**config.mk**
```make
export PLATFORM = sky130hd
export DESIGN_NAME = small_encode
export DESIGN_NICKNAME = d
export VERILOG_FILES = /design/src/rtl/sntrup_pkg.sv /design/src/rtl/small_pack4.sv /design/src/rtl/small_encode.sv
export SDC_FILE = /design/constraint.sdc
export NUM_CORES = 1
export LEC_CHECK = 0
export CAP_MARGIN = 10
export CELL_PAD_IN_SITES_DETAIL_PLACEMENT = 0
export CELL_PAD_IN_SITES_GLOBAL_PLACEMENT = 2
export CORE_MARGIN = 3
export CORE_UTILIZATION = 34
export DETAILED_ROUTE_END_ITERATION = 12
export DONT_BUFFER_PORTS = 1
export MAX_ROUTING_LAYER = met4
export PLACE_DENSITY = 0.86
export SKIP_LAST_GASP = 1
export SYNTH_ARGS = -nofsm -noshare
export SYNTH_HDL_FRONTEND = slang
export SYNTH_SLANG_ARGS = --single-unit
```
**constraint.sdc**
```tcl
create_clock -name clk -period 1.6 [get_ports clk]
set_input_delay 0.32 -clock clk [delete_from_list [all_inputs] [get_ports clk]]
set_output_delay 0.32 -clock clk [all_outputs]
set_load 0.05 [all_outputs]
```
**src/rtl/sntrup_pkg.sv**
```systemverilog
// Shared definitions for the small-polynomial byte encoder.
//   SN_P / SN_AW / SN_DW : default coefficient count, memory address and data widths
//   state_t              : encoder FSM states
//   ENC_*                : 2-bit ternary codes (value + 1)
package sntrup_pkg;

  localparam int SN_P  = 677;
  localparam int SN_AW = 11;
  localparam int SN_DW = 13;

  typedef enum logic [2:0] {
    S_IDLE,
    S_FETCH,
    S_LATCH,
    S_EMIT,
    S_DONE
  } state_t;

  // A coefficient c in {-1,0,+1} is stored as the two LSBs of c+1.
  localparam logic [1:0] ENC_NEG  = 2'b00;
  localparam logic [1:0] ENC_ZERO = 2'b01;
  localparam logic [1:0] ENC_POS  = 2'b10;

endpackage

```
**src/rtl/small_pack4.sv**
```systemverilog
// Four-slot packer: collects 2-bit codes into one byte, slot 0 in bits [1:0].
//   clk, rst_n : clock, synchronous active-low reset
//   clr        : empty the packer (slot and byte back to 0)
//   wr         : write code into the current slot
//   last       : this write closes the byte; slot returns to 0
//   code       : 2-bit ternary code
//   slot       : current slot index
//   pack       : packing register
//   pack_nxt   : packing register with code merged into the current slot
module small_pack4 (
  input  logic       clk,
  input  logic       rst_n,
  input  logic       clr,
  input  logic       wr,
  input  logic       last,
  input  logic [1:0] code,
  output logic [1:0] slot,
  output logic [7:0] pack,
  output logic [7:0] pack_nxt
);

  always_comb begin
    pack_nxt = pack;
    pack_nxt[{slot, 1'b0} +: 2] = code;
  end

  always_ff @(posedge clk) begin
    if (!rst_n) begin
      slot <= 2'd0;
      pack <= 8'd0;
    end else if (clr) begin
      slot <= 2'd0;
      pack <= 8'd0;
    end else if (wr) begin
      pack <= pack_nxt;
      slot <= last ? 2'd0 : slot + 2'd1;
    end
  end

endmodule

```
**src/rtl/small_encode.sv**
```systemverilog
// Reads P ternary coefficients from memory and streams them out packed four
// per byte (ready/valid), then pulses done.
//   clk, rst_n     : clock, synchronous active-low reset
//   start          : begin a run (IDLE only)
//   mem_address_o  : registered read address
//   mem_data       : read data, valid the cycle after the address changes
//   byte_o         : packed byte, byte_valid / byte_ready handshake
//   busy           : not IDLE
//   done           : one-cycle pulse after the final byte is taken
//   err            : sticky out-of-range coefficient flag, cleared on start
// Build option: SMALL_ENCODE_CHECK_EN enables the coefficient range check
// that drives err; otherwise err is constant 0.
module small_encode
  import sntrup_pkg::*;
#(
  parameter int P  = SN_P,
  parameter int AW = SN_AW,
  parameter int DW = SN_DW
) (
  input  logic          clk,
  input  logic          rst_n,
  input  logic          start,
  output logic [AW-1:0] mem_address_o,
  input  logic [DW-1:0] mem_data,
  output logic [7:0]    byte_o,
  output logic          byte_valid,
  input  logic          byte_ready,
  output logic          busy,
  output logic          done,
  output logic          err
);

  localparam logic [AW-1:0] LAST_IDX = AW'(P - 1);
  localparam logic [AW-1:0] END_IDX  = AW'(P);

  state_t        state;
  logic [AW-1:0] idx;
  logic [1:0]    slot;
  logic [7:0]    pack;
  logic [7:0]    pack_nxt;
  logic [1:0]    code;
  logic          last;
  logic          kick;
  logic          xfer;

  // Two LSBs of c+1 only depend on the two LSBs of c.
  assign code = mem_data[1:0] + 2'd1;
  assign last = (slot == 2'd3) || (idx == LAST_IDX);
  assign kick = (state == S_IDLE) && start;
  assign xfer = (state == S_EMIT) && byte_ready;

  small_pack4 u_pack (
    .clk      (clk),
    .rst_n    (rst_n),
    .clr      (kick || xfer),
    .wr       (state == S_LATCH),
    .last     (last),
    .code     (code),
    .slot     (slot),
    .pack     (pack),
    .pack_nxt (pack_nxt)
  );

  always_ff @(posedge clk) begin
    if (!rst_n) begin
      state         <= S_IDLE;
      idx           <= '0;
      mem_address_o <= '0;
      byte_o        <= 8'd0;
      byte_valid    <= 1'b0;
      busy          <= 1'b0;
      done          <= 1'b0;
    end else begin
      done <= 1'b0;
      case (state)
        S_IDLE: begin
          if (start) begin
            idx   <= '0;
            busy  <= 1'b1;
            state <= S_FETCH;
          end
        end
        S_FETCH: begin
          mem_address_o <= idx;
          state         <= S_LATCH;
        end
        S_LATCH: begin
          idx <= idx + AW'(1);
          if (last) begin
            // byte_o is taken from the merged value so it is complete
            // the same cycle byte_valid rises.
            byte_o     <= pack_nxt;
            byte_valid <= 1'b1;
            state      <= S_EMIT;
          end else begin
            state <= S_FETCH;
          end
        end
        S_EMIT: begin
          if (byte_ready) begin
            byte_valid <= 1'b0;
            byte_o     <= 8'd0;
            if (idx == END_IDX) begin
              done  <= 1'b1;
              state <= S_DONE;
            end else begin
              state <= S_FETCH;
            end
          end
        end
        S_DONE: begin
          busy  <= 1'b0;
          state <= S_IDLE;
        end
        default: begin
          busy  <= 1'b0;
          state <= S_IDLE;
        end
      endcase
    end
  end

`ifdef SMALL_ENCODE_CHECK_EN
  logic coef_ok;
  assign coef_ok = (mem_data == '0) || (mem_data == DW'(1)) || (mem_data == {DW{1'b1}});

  always_ff @(posedge clk) begin
    if (!rst_n)
      err <= 1'b0;
    else if (kick)
      err <= 1'b0;
    else if ((state == S_LATCH) && !coef_ok)
      err <= 1'b1;
  end
`else
  logic unused_hi;
  assign unused_hi = ^mem_data[DW-1:2];
  assign err       = 1'b0;
`endif

endmodule

```
## Yosys cells after proc, flatten, opt, wreduce, memory -nomap -nowiden

Index checks and enable logic that the tools add are counted.

- Register bits: 46
- Output and inout bits: 23
- Logic and storage cells: 58

- $add $sub $neg: 4
- Eq/ne operators: 9
- Shift-type cells: 2
- Multiplexer cells: 18
- Bitwise logic cells: 2
- Reductions and logical operators: 14

Operators with widths:

| kind | number |
|---|---|
| equality test 11 x 10 -> 1 bit (second input constant) | 2 |
| one-hot mux 11 bit (2 select lines) | 1 |
| 2-to-1 mux 8 bit | 2 |
| one-hot mux 8 bit (2 select lines) | 1 |
| one-hot mux 3 bit (4 select lines) | 1 |
| adder 11 x 1 -> 11 bit (second input constant) | 1 |
| 2-to-1 mux 11 bit | 1 |
| 2-to-1 mux 3 bit | 3 |
| bitwise mux 8 bit | 1 |
| variable shift 2 x 5 -> 8 bit (first input constant) | 1 |
| variable part select 2 x 5 -> 8 bit | 1 |
| equality test 3 x 2 -> 1 bit (second input constant) | 2 |
| inequality test 2 bit (second input constant) | 3 |
| AND reduction 2 bit | 3 |
| AND reduction 3 bit | 2 |
| negation 3 -> 5 bit | 1 |
| adder 2 x 1 -> 2 bit (second input constant) | 2 |
| 2-to-1 mux 1 bit | 4 |
| 2-to-1 mux 2 bit | 2 |
| one-hot mux 1 bit (2 select lines) | 2 |
| nonzero test 2 bit | 2 |
| equality test 3 x 1 -> 1 bit (second input constant) | 1 |
| logical NOT 3 bit | 1 |
| OR reduction 3 bit | 1 |
| 5 further kinds | 8 |

## Logic depth before layout (Yosys ltp)

Gate-level depths: netlist (run 1).

- Depth in word-level cells: 5
- Depth in mapped cells: 6

## Hierarchy

From an unflattened synthesis (run 1), not the netlist that was laid out.

- Cells, all modules: 263
- Area total of the unflattened synthesis: 2361.0 um2

Modules (own cells, without submodules):

| module | instances | cells each | area each (um2) |
|---|---|---|---|
| small_encode | 1 | 185 | 1690.4 |
| small_pack4 | 1 | 78 | 670.6 |

## Worst setup path before layout (run 1)

No wires, ideal clock.

- Path kind: register to register
- Start: reg u_pack.slot[0]
- End: reg byte_o[1]
- Arrival time: 1665 ps
- Required time: 1530 ps
- Setup slack: -136 ps
- Cell stages (with the launch flop): 7
- Buffers on the path: 0
- Cells stage by stage: dfxtp_1 -> inv_1 -> ha_1 -> nor3b_1 -> a31oi_1 -> or3_1 -> a21oi_1

- Longest elaborated chain between the ends: 5

Ends and longest elaborated chain:

| what | RTL line | text |
|---|---|---|
| start: declaration | small_pack4.sv:17 | `output logic [1:0] slot,` |
| start signal: assignment | small_pack4.sv:36 | `slot <= last ? 2'd0 : slot + 2'd1;` |
| negation 3 -> 5 bit | small_pack4.sv:24 | `pack_nxt[{slot, 1'b0} +: 2] = code;` |
| variable part select 2 x 5 -> 8 bit / variable shift 2 x 5 -> 8 bit (equally long branches) | small_pack4.sv:24 |  |
| bitwise mux 8 bit | small_pack4.sv:24 |  |
| 2-to-1 mux 8 bit | small_encode.sv:89 | `if (last) begin` |
| one-hot mux 8 bit (2 select lines) | small_encode.sv:75 | `case (state)` |
| end signal: assignment | small_encode.sv:92 | `byte_o <= pack_nxt;` |
| end: declaration | small_encode.sv:25 | `output logic [7:0] byte_o,` |

Several ways; a longest one is shown, not always the timed one. The select of a mux whose other input is x is not followed.
A chain may end at the register's enable or synchronous reset.

## Worst setup path after layout (run 1)

Ends and elaborated chain as after synthesis.

==> metrics.md, run 1 <==
| Metric | Value |
|---|---|
| Non-Filler Instances | 352 |
| Final setup viols | 0 |
| CP Capture Type | flop |
| Core Area | 6096 um2 |
| DP Wirelength | 3641 um |
| Period utilisation layout | 96.77% |
| Synth Flop Type | dfxtp_1 |
| Vias per cell | 5.170 |
| Total grt overflow | 0 |
| H-tree levels | 2 |
| I/O pin count | 40 |
| Fraction of layout cells with a size suffix above 1 | 22.74% |
| PD cells | 900.5 nW/um2 |
| Final Critical Period | 1.548 ns |
| Max-Cap Viols | 0 |
| Number of global-route vias before repair | 1795 |
| CTS Buf Count | 5 |
| Post-synth EDFFs | 0 |
| Worst EP arrival | 1.78 ns |
| Pin count of the biggest net entering global routing | 23 |
| Crit start category | flop |
| Hold_ws | 0.1502 ns |
| WL/cell | 14.20 um |
| Die Area | 7502 um2 |
| Final Hold Vio Count | 0 |
| Tot Pwr | 2.480 mW |
| Setup ws final | 0.05161 ns |
| Async set or reset register ratio after synthesis | 0% |
| Setup_tns | 0 ns |
| Root Buffer | clkbuf_8 |
| Fmax | 0.6458 GHz |
| Status | finished, final reports clean |
| Syn_nets | 275 |
| GRT Total Usage | 14.25% |
| Post-Syn Instances | 249 |
| Worst hold path type | in -> reg |
| Slew HR | 64.05% |
| Yosys cell types | 46 |
| Die width | 86.62 um |
| Peak supply drop | 600.7 uV |
| Detail Route Antenna Nets | 0 |
| Worst-path clk slew | 0.09 ns |
| Synth Area per Inst | 8.874 um2 |
| Die height | 86.62 um |
| CTS tree | done |
| Max-slew violations | 0 |
| Via count | 1820 |
| WS Path Type | reg -> reg |
| Final Net Count | 302 |
| Post-route cell area | 2754 um2 |
| Clock tree buffer depth | 2 |
| Initial DRC count | 75 |
| Post-CTS Hold Buffers | 0 |
| Synth Cell Area | 2210 um2 |
| Post-synthesis sequential area ratio | 41.68% |
| RSZ-0062 raised after global routing | true |
| Fillers | 626 |
| Area grow syn2layout | 24.63% |
| Placed cell areas | 2519 um2 |
| Placed Instances | 343 |
| Inserted Diodes | 0 |
| First-pass GRT wire length | 8362 um |
| Initial cell density of the core | 36.25% |
| WL final | 4999 um |
| CTS sink cnt | 46 |
| Critical Path RT | 1.83 ns |
| Gpl congestion | 0.7792 |
| Port bufs | 0 |
| Layout Skew | 0.008983 ns |
| Flops & latches, synth | 46 |
| Worst slew pin tran | 0.5385 ns |
| Layout Utilization | 45.18% |
| DRT Pass-1 Iters | 4 |
| Initial antenna violation count | 0 |
| Synth warnings | 0 |
| DRC viols | 0 |
| Pleak | 1.046 nW |
| Rows | 28 |
| CP max FO | 5 |
| Worst-Skew Late Latency | 0.29 ns |
| DP Worst Slack | -0.02634 ns |
-- worst max-delay path, cell delays in order, from the launching register on --
cell	delay, ns
dfxtp_2	0.36
inv_4	0.05
ha_4	0.26
nor3b_4	0.22
a31oi_2	0.13
or3_1	0.34
a21oi_2	0.12
-- power by group --
group | total, mW | switching, mW | internal [mW]
Sequential | 1.18 | 0.0194 | 1.16
Clock | 1.05 | 0.382 | 0.666
Combinational | 0.252 | 0.136 | 0.116
Total | 2.48 | 0.537 | 1.94
-- sequential cells by signal, summed over array words and instances (netlist names) --
name	cells
byte_o	8
idx	11
done	1
u_pack.pack	8
busy	1
u_pack.slot	2
mem_address_o	11
state	3
byte_valid	1
-- cells in the mapped netlist (all sizes together), types with 3 or more instances --
library cell  instances  area, um2
a31oi                 4      25.02
and2                  4      25.03
nand2                 9      33.78
or3                   6      37.54
a41o                  5      50.05
nand2b                3      18.77
o21ai                 5      25.02
o211ai                8      60.06
nor3                  8      40.04
nand3                10      50.05
mux2i                13      130.1
buf                   7      43.79
clkbuf                8      31.28
a21oi                20      100.1
a211oi                6      45.04
ha                    9      112.6
dfxtp                46      920.9
inv                   9      33.78
nor2                 32      120.1
nor2b                10      62.56
-- kinds of logic (layout without fill, tap and decap cells) --
| family | after synthesis | in the layout | synth area share (%) |
|---|---|---|---|
| adder cells (fa/ha/maj) | 9 | 9 | 5.096 |
| buffers and inverters | 24 | 52 | 4.926 |
| multiplexers | 14 | 14 | 6.398 |
| other | 1 | 1 | 0.1697 |
| flip-flops | 46 | 46 | 41.68 |
| AND/OR/NAND/NOR | 98 | 98 | 24.24 |
| AO/OA/AOI/OAI | 55 | 55 | 16.71 |
| XOR/XNOR | 2 | 2 | 0.7929 |
-- cell type report --
type	instances	area (um2)	share of cell area (%)
Timing Repair Buffer	35	295.3	10.72
Inverter	9	36.28	1.318
Sequential cell	46	925.9	33.62
Clock inverter	2	60.06	2.181
Clock buffer	6	82.58	2.999
Multi-Input combinational cell	179	1260	45.75
Tap cell	75	93.84	3.408
-- repair_timing --
action,in CTS,in global routing
gates resized for setup,2,18
setup buffers,0,1
endpoints found under the setup margin,7,17
pin swaps,1,5
-- layout by cell type (no fill, tap or decap), types with 3 or more instances in the layout --
cell type,netlist,final
or3_1,6,6
dfxtp_1,46,42
a31oi_1,4,3
nor3_1,8,8
nand2b_1,3,3
nand2_1,9,9
ha_4,0,3
a41o_1,5,5
ha_1,9,6
o211ai_1,8,8
dfxtp_2,0,4
clkbuf_8,0,6
nand3_1,10,10
buf_4,1,31
mux2i_1,13,13
nor2_1,32,32
o21ai_0,5,5
nor2b_1,10,9
a211oi_1,6,6
a21oi_1,20,19
and2_1,3,3
inv_1,9,7
-- layer usage --
metal / up-vias / routed length (um) / GRT usage (%)
li1: 939 / - / -
met1: 853 / 2245 / 17.07
met2: 26 / 2528 / 24.55
met3: 2 / 210 / 3.422
met4: 0 / 14 / 2.550
met5: - / 0 / -
-- worst paths after layout --
kind,from,to,slack (ns),cells after the start
max,u_pack.slot[0],byte_o[1],0.05,6
min,rst_n,idx[8],0.15,1
max reg2reg,u_pack.slot[0],byte_o[1],0.05,6
min reg2reg,state[2],state[0],0.45,1
No activity file was read; power rests on OpenSTA's default activity.
==> inputs of run 2 (changes only) <==
--- a/config.mk
+++ b/config.mk
@@ -5,7 +5,6 @@
 export SDC_FILE = /design/constraint.sdc
 export NUM_CORES = 1
 export LEC_CHECK = 0
-export CAP_MARGIN = 10
 export CELL_PAD_IN_SITES_DETAIL_PLACEMENT = 0
 export CELL_PAD_IN_SITES_GLOBAL_PLACEMENT = 2
 export CORE_MARGIN = 3
==> results of run 2 <==
Final layout, timing and power as in run 1 (identical DEF).
==> inputs of run 3 (changes only) <==
--- a/config.mk
+++ b/config.mk
@@ -17,3 +17,4 @@
 export SYNTH_ARGS = -nofsm -noshare
 export SYNTH_HDL_FRONTEND = slang
 export SYNTH_SLANG_ARGS = --single-unit
+export TNS_END_PERCENT = 5
==> run 3 against run 2 <==
Against the previous run:
- non-clock buffer count increased by 4
- sequential share of layout area decreased by 0.17 points
- critical path depth decreased by 1
- critical endpoint is now byte_o[0]
- largest power group unchanged
- die area unchanged
- core utilization increased by 0.16 points
- clock power decreased by 18%
- clock skew increased by 0.0018 ns
- worst hold slack got worse by 0.0097 ns
- worst setup slack got worse by 0.024 ns
- via count increased by 1.6%
==> metrics.md, run 3 (same netlist as run 1, synthesis figures left out) <==
| Metric | Value |
|---|---|
| Status | finished, final reports clean |
| Period utilisation layout | 98.26% |
| Worst hold path type | in -> reg |
| WL final | 5209 um |
| Reg2Reg Capture Point | byte_o[0] |
| DP Wirelength | 3692 um |
| Port bufs | 0 |
| Placed cell areas | 2557 um2 |
| Worst-Skew Late Latency | 0.30 ns |
| Fraction of layout cells with a size suffix above 1 | 24.56% |
| CP Capture Type | flop |
| WS Path Type | reg -> reg |
| Number of global-route vias before repair | 1790 |
| Hold Crit Depth | 1 |
| Final Net Count | 306 |
| Pleak | 1.060 nW |
| Inserted Diodes | 0 |
| PD cells | 831.9 nW/um2 |
| DRC viols | 0 |
| Critical Path RT | 1.84 ns |
| Max-slew violations | 0 |
| Die width | 86.62 um |
| Layout Utilization | 45.34% |
| RSZ-0062 raised after global routing | true |
| H-tree levels | 2 |
| Layout Skew | 0.01083 ns |
| Via count | 1849 |
| Max-Cap Viols | 0 |
| Most frequent cells in the layout | 43 x dfxtp_1, 35 x buf_4, 32 x nor2_1 |
| Vias per cell | 5.194 |
| Final Hold Vio Count | 0 |
| Pin count of the biggest net entering global routing | 25 |
| Slew HR | 63.09% |
| Final setup viols | 0 |
| Detail Route Antenna Nets | 0 |
| CTS Buf Count | 5 |
| Crit start category | flop |
| Root Buffer | clkbuf_8 |
| First-pass GRT wire length | 8321 um |
| I/O pin count | 40 |
| Worst EP arrival | 1.82 ns |
| Worst-path clk slew | 0.09 ns |
| GRT Total Usage | 14.56% |
| Fmax | 0.6361 GHz |
| WL/cell | 14.63 um |
| Initial DRC count | 34 |
| Gpl congestion | 0.7731 |
| CTS tree | done |
| Min-Delay Startpoint | rst_n |
| Die height | 86.62 um |
| Post-route cell area | 2764 um2 |
| DRT Pass-1 Iters | 4 |
| Worst slew pin tran | 0.5528 ns |
| Post-CTS Hold Buffers | 0 |
| Hold endpoint | idx[8] |
| CTS sink cnt | 46 |
| Flop2flop setup slack | 0.03 ns |
| Total grt overflow | 0 |
| Hold_ws | 0.1405 ns |
| Core Area | 6096 um2 |
| Final Critical Period | 1.572 ns |
| Reg2reg start | idx[4] |
| Cell count of the worst reg-to-reg path | 5 |
| Tot Pwr | 2.299 mW |
| Initial cell density of the core | 36.25% |
| Die Area | 7502 um2 |
| Initial antenna violation count | 0 |
| Peak supply drop | 617.0 uV |
| CP max FO | 6 |
| Most common cell after layout, fill and taps aside | dfxtp_1 |
| Rows | 28 |
| Registers with the most flip-flops | idx x11, mem_address_o x11 |
| Clock tree buffer depth | 2 |
| Area grow syn2layout | 25.08% |
==> run 3: metal layers <==
layer	wire [um]	vias to the layer above	global-route usage [%]	part of all wire, %
li1	-	944	-	-
met1	2241	873	16.33	43
met2	2659	24	24.90	51
met3	247	8	4.468	4.7
met4	61	0	4.249	1.2
met5	0	-	-	0
==> run 3: how the worst max path moves through the flow <==
stage,from,end,slack (ns)
6_report,idx[4],byte_o[0],0.03
2_1_floorplan,state[0],idx[6],-0.02
4_1_cts,state[0],idx[7],-0.01
5_1_grt,idx[4],byte_o[0],-0.04
3_5_place_dp,idx[1],byte_o[5],-0.03
3_3_place_gp,u_pack.slot[0],byte_o[1],-0.01
==> run 3: critical path: stages (launching register included) <==
cell      delay [ns]
dfxtp_1         0.32
and4bb_2        0.37
a41oi_4         0.18
buf_4           0.18
or3_1           0.33
a21oi_1         0.12
==> run 3: final cells by class <==
cell class	instances	area, um2
Clock buffer	5	68.82
Clock inverter	3	40.04
Fill cell	621	3332
Inverter	9	33.78
Multi-Input combinational cell	179	1269
Sequential cell	46	924.6
Tap cell	75	93.84
Timing Repair Buffer	39	334.1
==> run 3: through the flow <==
stage,setup WS (ns),setup TNS (ns),cells
after floorplan,-0.01721,-0.09746,249
after global placement,-0.01385,-0.01385,347
after detailed placement,-0.02863,-0.06303,347
after CTS,-0.01448,-0.02817,355
after global routing,-0.03699,-0.09900,356
final,0.02783,0,356
==> run 3: what timing repair did <==
item	CTS	global route
setup buffers	0	1
endpoints found under the hold margin	0	0
pin swaps	0	3
resized for setup	2	19
endpoints found under the setup margin	11	17
==> run 3: power breakdown <==
| group | total [mW] | switching (mW) | internal (mW) |
|---|---|---|---|
| logic | 0.254 | 0.138 | 0.116 |
| registers | 1.18 | 0.0198 | 1.16 |
| clock network | 0.865 | 0.405 | 0.460 |
| total | 2.30 | 0.563 | 1.74 |
